File: config.mk
export PLATFORM = sky130hd
export DESIGN_NAME = pa_fdsu_norm_sched_flat
export DESIGN_NICKNAME = d
export VERILOG_FILES = /design/src/rtl/pa_fdsu_norm_sched_pkg.sv /design/src/rtl/pa_fdsu_norm_sched_if.sv /design/src/rtl/pa_fdsu_norm_sched_ff.sv /design/src/rtl/pa_fdsu_norm_sched.sv /design/src/flat_wrapper.sv
export SDC_FILE = /design/constraint.sdc
export NUM_CORES = 1
export LEC_CHECK = 0
export BUFFER_PORTS_ARGS = -buffer_cell sky130_fd_sc_hd__buf_2
export CORE_MARGIN = 5
export CORE_UTILIZATION = 42
export DETAILED_ROUTE_END_ITERATION = 8
export HOLD_SLACK_MARGIN = 0.06
export MAX_ROUTING_LAYER = met4
export SYNTH_ARGS = -nofsm -noshare
export SYNTH_HDL_FRONTEND = slang
export SYNTH_SLANG_ARGS = --single-unit
File: constraint.sdc
create_clock -name forever_cpuclk -period 5.2 [get_ports forever_cpuclk]
set_clock_uncertainty 0.05 [all_clocks]
set_input_delay 1.04 -clock forever_cpuclk [delete_from_list [all_inputs] [get_ports forever_cpuclk]]
set_output_delay 1.04 -clock forever_cpuclk [all_outputs]
set_load 0.05 [all_outputs]
File: src/rtl/pa_fdsu_norm_sched_pkg.sv
// Shared types and constants for the FDSU operand normalizer scheduler.
// The result register layout and the IDLE/FULL state encoding live here.
package pa_fdsu_pkg;

  localparam int FRAC_W    = 52;
  localparam int EXPADJ_W  = 13;
  localparam int LZ_W      = 6;
  localparam int RES_TAG_W = 4;
  localparam logic [EXPADJ_W-1:0] EXPADJ_ZERO = 13'h1fcc;

  typedef enum logic {
    IDLE = 1'b0,
    FULL = 1'b1
  } state_t;

  typedef struct packed {
    logic                 src;
    logic [RES_TAG_W-1:0] tag;
    logic [FRAC_W-1:0]    frac;
    logic [EXPADJ_W-1:0]  expadj;
    logic                 zero;
  } res_t;

endpackage

File: src/rtl/pa_fdsu_norm_sched_if.sv
// Requester and result handshake bundle between operand prep, the scheduler
// and the divide/sqrt front end.
interface pa_fdsu_norm_sched_if #(
  parameter int TAG_W = 4
);
  import pa_fdsu_pkg::*;

  logic                req0_vld;
  logic                req0_rdy;
  logic [FRAC_W-1:0]   req0_frac;
  logic [TAG_W-1:0]    req0_tag;
  logic                req1_vld;
  logic                req1_rdy;
  logic [FRAC_W-1:0]   req1_frac;
  logic [TAG_W-1:0]    req1_tag;
  logic                res_vld;
  logic                res_rdy;
  logic                res_src;
  logic [TAG_W-1:0]    res_tag;
  logic [FRAC_W-1:0]   res_frac;
  logic [EXPADJ_W-1:0] res_expadj;
  logic                res_zero;

  modport master (
    output req0_vld, req0_frac, req0_tag,
    output req1_vld, req1_frac, req1_tag,
    output res_rdy,
    input  req0_rdy, req1_rdy,
    input  res_vld, res_src, res_tag, res_frac, res_expadj, res_zero
  );

  modport slave (
    input  req0_vld, req0_frac, req0_tag,
    input  req1_vld, req1_frac, req1_tag,
    input  res_rdy,
    output req0_rdy, req1_rdy,
    output res_vld, res_src, res_tag, res_frac, res_expadj, res_zero
  );

endinterface

File: src/rtl/pa_fdsu_norm_sched_ff.sv
// Combinational leading-zero normalizer: shifts the fraction left until its
// MSB is set and reports minus the shift as the exponent adjustment.
module pa_fdsu_ff
  import pa_fdsu_pkg::*;
(
  input  logic [FRAC_W-1:0]   frac,
  output logic [FRAC_W-1:0]   frac_norm,
  output logic [EXPADJ_W-1:0] expadj,
  output logic                zero
);

  logic [LZ_W-1:0] lz;

  // Ascending scan: the last hit is the highest set bit.
  always_comb begin
    lz = '0;
    for (int i = 0; i < FRAC_W; i++) begin
      if (frac[i]) lz = LZ_W'(FRAC_W - 1 - i);
    end
  end

  assign zero      = (frac == '0);
  assign frac_norm = frac << lz;
  assign expadj    = zero ? EXPADJ_ZERO : (EXPADJ_W'(0) - EXPADJ_W'(lz));

endmodule

File: src/rtl/pa_fdsu_norm_sched.sv
// Round-robin scheduler sharing one normalizer between the dividend/radicand
// and divisor requesters, with a single registered valid/ready result stage.
module pa_fdsu_norm_sched
  import pa_fdsu_pkg::*;
#(
  parameter int TAG_W = 4
) (
  input  logic forever_cpuclk,
  input  logic cpurst,
  input  logic flush,
  pa_fdsu_norm_sched_if.slave bus
);

  state_t              state_p1;
  logic                prefer1_p1;
  res_t                res_p1;

  logic                grant0;
  logic                grant1;
  logic                out_free;
  logic                accept;
  logic [FRAC_W-1:0]   frac_sel;
  logic [TAG_W-1:0]    tag_sel;
  logic [FRAC_W-1:0]   norm_frac;
  logic [EXPADJ_W-1:0] norm_expadj;
  logic                norm_zero;

  // Grant depends on valids and the pointer only, never on res_rdy.
  assign grant1   = bus.req1_vld & (~bus.req0_vld | prefer1_p1);
  assign grant0   = bus.req0_vld & ~grant1;
  assign out_free = (state_p1 == IDLE) | bus.res_rdy;

  assign bus.req0_rdy = grant0 & out_free & ~flush & ~cpurst;
  assign bus.req1_rdy = grant1 & out_free & ~flush & ~cpurst;
  assign accept       = bus.req0_rdy | bus.req1_rdy;

  assign frac_sel = grant1 ? bus.req1_frac : bus.req0_frac;
  assign tag_sel  = grant1 ? bus.req1_tag  : bus.req0_tag;

  pa_fdsu_ff u_ff (
    .frac      (frac_sel),
    .frac_norm (norm_frac),
    .expadj    (norm_expadj),
    .zero      (norm_zero)
  );

  // p0 -> p1: capture the normalized operand into the result stage
  always_ff @(posedge forever_cpuclk) begin
    if (cpurst) begin
      state_p1   <= IDLE;
      prefer1_p1 <= 1'b0;
      res_p1     <= '0;
    end else if (flush) begin
      state_p1   <= IDLE;
      prefer1_p1 <= 1'b0;
    end else if (accept) begin
      state_p1      <= FULL;
      prefer1_p1    <= grant0;
      res_p1.src    <= grant1;
      res_p1.tag    <= RES_TAG_W'(tag_sel);
      res_p1.frac   <= norm_frac;
      res_p1.expadj <= norm_expadj;
      res_p1.zero   <= norm_zero;
    end else if (bus.res_rdy) begin
      state_p1 <= IDLE;
    end
  end

  assign bus.res_vld    = (state_p1 == FULL);
  assign bus.res_src    = res_p1.src;
  assign bus.res_tag    = TAG_W'(res_p1.tag);
  assign bus.res_frac   = res_p1.frac;
  assign bus.res_expadj = res_p1.expadj;
  assign bus.res_zero   = res_p1.zero;

endmodule

File: src/flat_wrapper.sv
// flat-port wrapper written by rule: the top's interface ports become plain ports
module pa_fdsu_norm_sched_flat import pa_fdsu_pkg::*;
#(
  parameter int TAG_W = 4
)
  (forever_cpuclk, cpurst, flush, bus_req0_vld, bus_req0_frac, bus_req0_tag, bus_req1_vld, bus_req1_frac, bus_req1_tag, bus_res_rdy, bus_req0_rdy, bus_req1_rdy, bus_res_vld, bus_res_src, bus_res_tag, bus_res_frac, bus_res_expadj, bus_res_zero);
  pa_fdsu_norm_sched_if #(.TAG_W(TAG_W)) bus_i ();
  input  logic forever_cpuclk;
  input  logic cpurst;
  input  logic flush;
  input wire logic [$bits(bus_i.req0_vld)-1:0] bus_req0_vld;
  input wire logic [$bits(bus_i.req0_frac)-1:0] bus_req0_frac;
  input wire logic [$bits(bus_i.req0_tag)-1:0] bus_req0_tag;
  input wire logic [$bits(bus_i.req1_vld)-1:0] bus_req1_vld;
  input wire logic [$bits(bus_i.req1_frac)-1:0] bus_req1_frac;
  input wire logic [$bits(bus_i.req1_tag)-1:0] bus_req1_tag;
  input wire logic [$bits(bus_i.res_rdy)-1:0] bus_res_rdy;
  output wire logic [$bits(bus_i.req0_rdy)-1:0] bus_req0_rdy;
  output wire logic [$bits(bus_i.req1_rdy)-1:0] bus_req1_rdy;
  output wire logic [$bits(bus_i.res_vld)-1:0] bus_res_vld;
  output wire logic [$bits(bus_i.res_src)-1:0] bus_res_src;
  output wire logic [$bits(bus_i.res_tag)-1:0] bus_res_tag;
  output wire logic [$bits(bus_i.res_frac)-1:0] bus_res_frac;
  output wire logic [$bits(bus_i.res_expadj)-1:0] bus_res_expadj;
  output wire logic [$bits(bus_i.res_zero)-1:0] bus_res_zero;
  assign bus_i.req0_vld = bus_req0_vld;
  assign bus_i.req0_frac = bus_req0_frac;
  assign bus_i.req0_tag = bus_req0_tag;
  assign bus_i.req1_vld = bus_req1_vld;
  assign bus_i.req1_frac = bus_req1_frac;
  assign bus_i.req1_tag = bus_req1_tag;
  assign bus_i.res_rdy = bus_res_rdy;
  assign bus_req0_rdy = bus_i.req0_rdy;
  assign bus_req1_rdy = bus_i.req1_rdy;
  assign bus_res_vld = bus_i.res_vld;
  assign bus_res_src = bus_i.res_src;
  assign bus_res_tag = bus_i.res_tag;
  assign bus_res_frac = bus_i.res_frac;
  assign bus_res_expadj = bus_i.res_expadj;
  assign bus_res_zero = bus_i.res_zero;
  pa_fdsu_norm_sched #(.TAG_W(TAG_W)) u_core (.forever_cpuclk(forever_cpuclk), .cpurst(cpurst), .flush(flush), .bus(bus_i));
endmodule
==> impl_metrics.tcl, run 1 <==
set metrics [dict create \
    switching_share_pct 43.60 \
    postPlaceCellArea_sq_um 9709 \
    grt_max_degree 53 \
    post-cts-setup-buffers 0 \
    antenna_cells 0 \
    slew_headroom_pct 29.72 \
    wire_per_inst_microns 22.62 \
    p_clk_share_pct 27.4 \
    p_leak_nw 4.333 \
    yosysWarningCount 0 \
    grt_pass1_vias 9746 \
    p_switching_mw 1.066 \
    yosys.cell_types.count 84 \
    syn_nets 1307 \
    p_comb_share_pct 49.0 \
    die_h_microns 148.8 \
    pwr-share-seq_pct 23.6 \
    final_net_count 1501 \
    grt-ovfl-total 0 \
    synth-seq-cells 67 \
    netlist_area_sq_um 8095 \
    cp-start-kind "primary input" \
    final_util_pct 53.30 \
    p_int_mw 1.379 \
    num_rows 50 \
    crit_type "primary input to flop" \
    grt_pass1_wl_microns 56170 \
    synth.avg_cell_area_sq_um 6.814 \
    antenna_found_initial 0 \
    core_sq_um 18830 \
    cts_tree "yes" \
    ys_seq_area_share_pct 16.57 \
    rsz0062_at_grt "no" \
    crit_fanout 34 \
    cp-end-kind "flop" \
    synthArstFlopShare_pct 0 \
    maxCapViolations 0 \
    worstMarginPinSlew_ns 1.050 \
    cts_hold_buf 0 \
    start_util_pct 42.99 \
    die-width_microns 148.8 \
    gp_congestion 1.019 \
    drc_errors 0 \
    setup_tns_ns 0 \
    ir_worst_vdd_mv 0.1773 \
    post-route-min-period_ns 4.835 \
    vias_per_cell 6.347 \
    cts_max_path_buffers 2 \
    clock.fmax_mhz 206.8 \
    syn_inst 1188 \
    clkTransAtPathRegs_ns 0.06 \
    h-tree-depth 3 \
    wirelength_microns 37250 \
    drt_first_pass_iters 6 \
    cts_sinks 67 \
    crit_arrival_ns 4.98 \
    outcome "complete, no violations" \
    hold_viol_final 0 \
    area_delta_synth_final_pct 23.97 \
    dpl.hpwl_microns 29580 \
    drive_gt1_share_pct 25.59 \
    hp-class "flop to flop" \
    synth-main-ff-cell "dfxtp_1" \
    min_period_over_period_pct 92.98 \
    drtAntennaViolNets 0 \
    cts_resized 0 \
    dieArea_sq_um 22150 \
    fin_area_sq_um 10040 \
    root_buffer "clkbuf_16" \
    setup_viol_count_final 0 \
    drv_slew 0 \
    vias 10450 \
    synth-edff-count 0 \
    io_buffers 191 \
    ios 192 \
    clock_latency_ns 0.33 \
    cp_data_required_time_ns 5.35 \
    numCtsBuffers 9 \
    p_per_area_nw_per_um2 243.6 \
    grtUsageTotal_pct 32.80 \
    drt-initial-drc-count 1162 \
]
[worst max-delay path, cell delays in order]
cell	delay (ns)
buf_2	0.14
nand2b_2	0.19
nand2_4	0.39
mux2i_1	0.59
nand4_1	0.34
or3b_1	0.54
buf_12	0.22
mux2i_1	0.15
nand2_1	0.10
nand2_1	0.10
o21ai_0	0.46
mux2i_1	0.21
a221oi_1	0.41
nor3_1	0.09
[cell usage after synthesis, drive strengths merged, types with 17 or more instances]
library cell  instances  share of area, %
nor3                 25               1.6
nor2                189               8.8
nand2               132               6.2
nor4                 26               2.0
mux2i                85                11
buf                  55               3.7
a31oi                17               1.4
a211oi               34               3.3
mux2                 29               4.0
o21ai                73               4.6
a21oi                76               4.7
dfxtp                67                17
inv                  21              0.97
nand3                29               1.8
clkbuf               41               1.9
a22oi                34               3.2
[cells by family (layout without fill, tap and decap cells)]
family	after synthesis	after routing	share of synthesized area [%]
muxes	114	114	14.59
DFF	67	67	16.57
AOI/OAI and AO/OA	386	386	33.17
adders and majority gates	1	1	0.1545
buffers and inverters	118	317	6.584
xor gates and xnor gates	3	3	0.3246
and+or+nand+nor	499	499	28.61
[power groups by stage]
stage	clock network [mW]	logic, mW	registers (mW)
after floorplan	0	0.607	0.722
after global placement	0	1.17	0.587
after detailed placement	0	1.17	0.587
after CTS	0.676	1.17	0.576
after global routing	0.701	1.27	0.581
final	0.669	1.20	0.577
[sequential cells by signal, indices dropped and copies added, names as in the netlist]
| name | flops |
|---|---|
| u_core.bus.res_frac | 52 |
| u_core.bus.res_zero | 1 |
| u_core.bus.res_vld | 1 |
| u_core.bus.res_src | 1 |
| u_core.bus.res_expadj | 7 |
| u_core.prefer1_p1 | 1 |
| u_core.bus.res_tag | 4 |
[cells in the final DEF, fill, tap and decap left out, types with 7 or more instances in the layout]
| cell type | count |
|---|---|
| buf_2 | 191 |
| o211ai_1 | 16 |
| or2_2 | 8 |
| a311oi_1 | 9 |
| a2111oi_0 | 8 |
| nor3_1 | 24 |
| nor2_1 | 186 |
| clkbuf_16 | 9 |
| o21ai_0 | 68 |
| nand3_1 | 29 |
| a221oi_1 | 11 |
| or4_1 | 9 |
| a211oi_1 | 31 |
| o32ai_1 | 8 |
| a31oi_1 | 15 |
| and2_1 | 9 |
| buf_4 | 82 |
| dfxtp_1 | 67 |
| mux2i_1 | 84 |
| inv_1 | 20 |
| and3_1 | 7 |
| nand2b_1 | 11 |
| nand4_1 | 15 |
| nor4_1 | 26 |
| or3_1 | 11 |
| nor2b_1 | 8 |
| nand2_1 | 130 |
| a22oi_1 | 34 |
| mux2_2 | 29 |
| a21oi_1 | 74 |
| a2bb2oi_1 | 7 |
| o22ai_1 | 10 |
| a21o_1 | 8 |
[stage by stage]
step	power, mW	setup slack (ns)	hold WS, ns	cells
2_1_floorplan	1.329	0.7084	0.4087	1188
3_3_place_gp	1.761	0.007595	0.3930	1631
3_5_place_dp	1.754	-0.09667	0.3971	1631
4_1_cts	2.425	0.2256	0.4074	1647
5_1_grt	2.551	0.1179	0.4394	1647
6_report	2.444	0.3649	0.4047	1647
[path summary, 6_finish.rpt]
path / start / endpoint / slack [ns] / cells past startpoint
worst max-delay path: bus_req0_vld / u_core.bus.res_frac[47] / 0.36 / 14
worst min-delay path: u_core.bus.res_frac[26] / u_core.bus.res_frac[26] / 0.40 / 2
worst max register to register: u_core.prefer1_p1 / u_core.bus.res_frac[47] / 0.73 / 13
worst min register to register: u_core.bus.res_frac[26] / u_core.bus.res_frac[26] / 0.40 / 2
[layout make-up]
class / count / area (sq um)
multi-input combinational: 1003 / 6271
inverter: 22 / 82.58
fill: 1926 / 8795
clock inverter: 7 / 98.84
tap: 260 / 325.3
timing repair buffer: 279 / 1692
sequential: 67 / 1341
clock buffer: 9 / 225.2
[routing by layer]
layer	up-vias	wire length [microns]	global-route usage [%]
li1	4869	-	-
met1	4930	15910	44.43
met2	588	17170	51.88
met3	67	3312	4.801
met4	0	852	7.780
met5	-	0	-
Power figures use the tool's default switching activity.
==> run 2, diff against run 1 <==
==> constraint.sdc (replaced) <==
create_clock -name forever_cpuclk -period 5.2 [get_ports forever_cpuclk]
set_clock_uncertainty 0.05 [all_clocks]
set_input_delay 0.52 -clock forever_cpuclk [delete_from_list [all_inputs] [get_ports forever_cpuclk]]
set_output_delay 0.52 -clock forever_cpuclk [all_outputs]
set_load 0.05 [all_outputs]
==> run 2 against run 1 <==
Maximum frequency up 5.4%. Routed wire length down 2.6%. Sequential power about the same. Critical endpoint is now u_core.bus.res_frac[17]. Largest cell class unchanged.
==> impl_metrics.tcl, run 2 (synthesized netlist as in run 1, its figures left out) <==
set metrics [dict create \
    cp_data_required_time_ns 5.42 \
    drtAntennaViolNets 0 \
    min_period_over_period_pct 88.20 \
    area_delta_synth_final_pct 19.07 \
    root_buffer "clkbuf_16" \
    num_rows 50 \
    wire_per_inst_microns 22.61 \
    n_fill_cell 1955 \
    drv_slew 0 \
    largest_register_ffs 52 \
    slew_headroom_pct 28.80 \
    antenna_found_initial 0 \
    clock_latency_ns 0.34 \
    postPlaceCellArea_sq_um 9344 \
    dieArea_sq_um 22150 \
    mostFrequentLayoutCell "buf_2" \
    vias 10290 \
    setup_viol_count_final 0 \
    p_clk_share_pct 26.3 \
    worstMarginPinSlew_ns 1.064 \
    p_switching_mw 1.049 \
    grt-ovfl-total 0 \
    maxCapViolations 0 \
    post-route-min-period_ns 4.586 \
    cts_tree "yes" \
    cp-end-kind "flop" \
    cts_resized 0 \
    vias_per_cell 6.413 \
    clock.fmax_mhz 218.0 \
    drc_errors 0 \
    wirelength_microns 36290 \
    p_per_area_nw_per_um2 243.2 \
    gp_congestion 0.9992 \
    crit_type "primary input to flop" \
    clkTransAtPathRegs_ns 0.06 \
    p_comb_share_pct 49.0 \
    switching_share_pct 44.75 \
    final_cell_mix "buf_2, nor2_1, nand2_1" \
    p_leak_nw 4.085 \
    cp-start-kind "primary input" \
    grtUsageTotal_pct 32.38 \
    grt_max_degree 53 \
    ios 192 \
    crit_fanout 21 \
    numCtsBuffers 9 \
    cts_sinks 67 \
    hp-class "flop to flop" \
    grt_pass1_wl_microns 55650 \
    drive_gt1_share_pct 23.12 \
    core_sq_um 18830 \
    ir_worst_vdd_mv 0.1603 \
    crit_arrival_ns 4.81 \
    post-cts-setup-buffers 0 \
    pwr-share-seq_pct 24.6 \
    final_util_pct 51.19 \
    drt-initial-drc-count 1273 \
    final_net_count 1459 \
    rsz0062_at_grt "no" \
    start_util_pct 42.99 \
    cts_hold_buf 0 \
    setup_tns_ns 0 \
    io_buffers 191 \
    cts_max_path_buffers 2 \
    placed_cells 1589 \
    fin_cells 1605 \
    fin_area_sq_um 9639 \
    hold_viol_final 0 \
    antenna_cells 0 \
    r2r_slack_ns 0.66 \
    die-width_microns 148.8 \
    h-tree-depth 3 \
    die_h_microns 148.8 \
    dpl.hpwl_microns 28310 \
    p_int_mw 1.295 \
    drt_first_pass_iters 5 \
    outcome "complete, no violations" \
    grt_pass1_vias 9519 \
]
-- run 2: layout make-up --
type                    instances  area, sq um  area share (%)
flip-flops and latches         67         1341           13.91
well taps                     260        325.3           3.375
repair buffers                237         1326           13.76
clock inverters                 6        66.31          0.6880
clock buffers                  10        229.0           2.375
inverters                      22        82.58          0.8567
multi-input cells            1003         6269           65.03
-- run 2: power by group through the flow --
| stage | clock [mW] | sequential (mW) | combinational [mW] |
|---|---|---|---|
| after floorplan | 0 | 0.722 | 0.607 |
| after global placement | 0 | 0.587 | 1.13 |
| after detailed placement | 0 | 0.587 | 1.12 |
| after CTS | 0.628 | 0.577 | 1.13 |
| after global routing | 0.654 | 0.581 | 1.22 |
| final | 0.618 | 0.577 | 1.15 |
-- run 2: final timing paths --
check,from,end,cells after the start
worst min register to register,u_core.bus.res_frac[31],u_core.bus.res_frac[31],2
worst max-delay path,bus_req0_frac[28],u_core.bus.res_frac[17],14
worst max register to register,u_core.prefer1_p1,u_core.bus.res_frac[43],13
worst min-delay path,u_core.bus.res_frac[31],u_core.bus.res_frac[31],2
-- run 2: worst max-delay path, cell delays in order --
cell and delay (ns):
buf_2 0.13, or4_1 0.56, a2111o_1 0.42, a222oi_1 0.44, and2_1 0.34, a21oi_2 0.08
buf_4 0.23, a22o_1 0.23, nor3_1 0.51, mux2i_1 0.26, a2111oi_2 0.70, nor2_1 0.08
o21ai_0 0.15, nor2b_1 0.13
-- run 2: layer usage --
metal	track usage, %	vias to the layer above	share of wire (%)
li1	-	4793	-
met1	41.97	4911	42
met2	51.72	521	46
met3	7.019	68	9.5
met4	7.918	0	2.4
met5	-	-	0
-- run 2: through the flow --
stage	total power [mW]	hold WS [ns]	setup slack [ns]
6_report	2.344	0.4028	0.6137
5_1_grt	2.458	0.4116	0.4025
4_1_cts	2.332	0.3946	0.7222
3_5_place_dp	1.710	0.3913	0.3810
3_3_place_gp	1.715	0.3895	0.4046
2_1_floorplan	1.329	0.4087	1.490
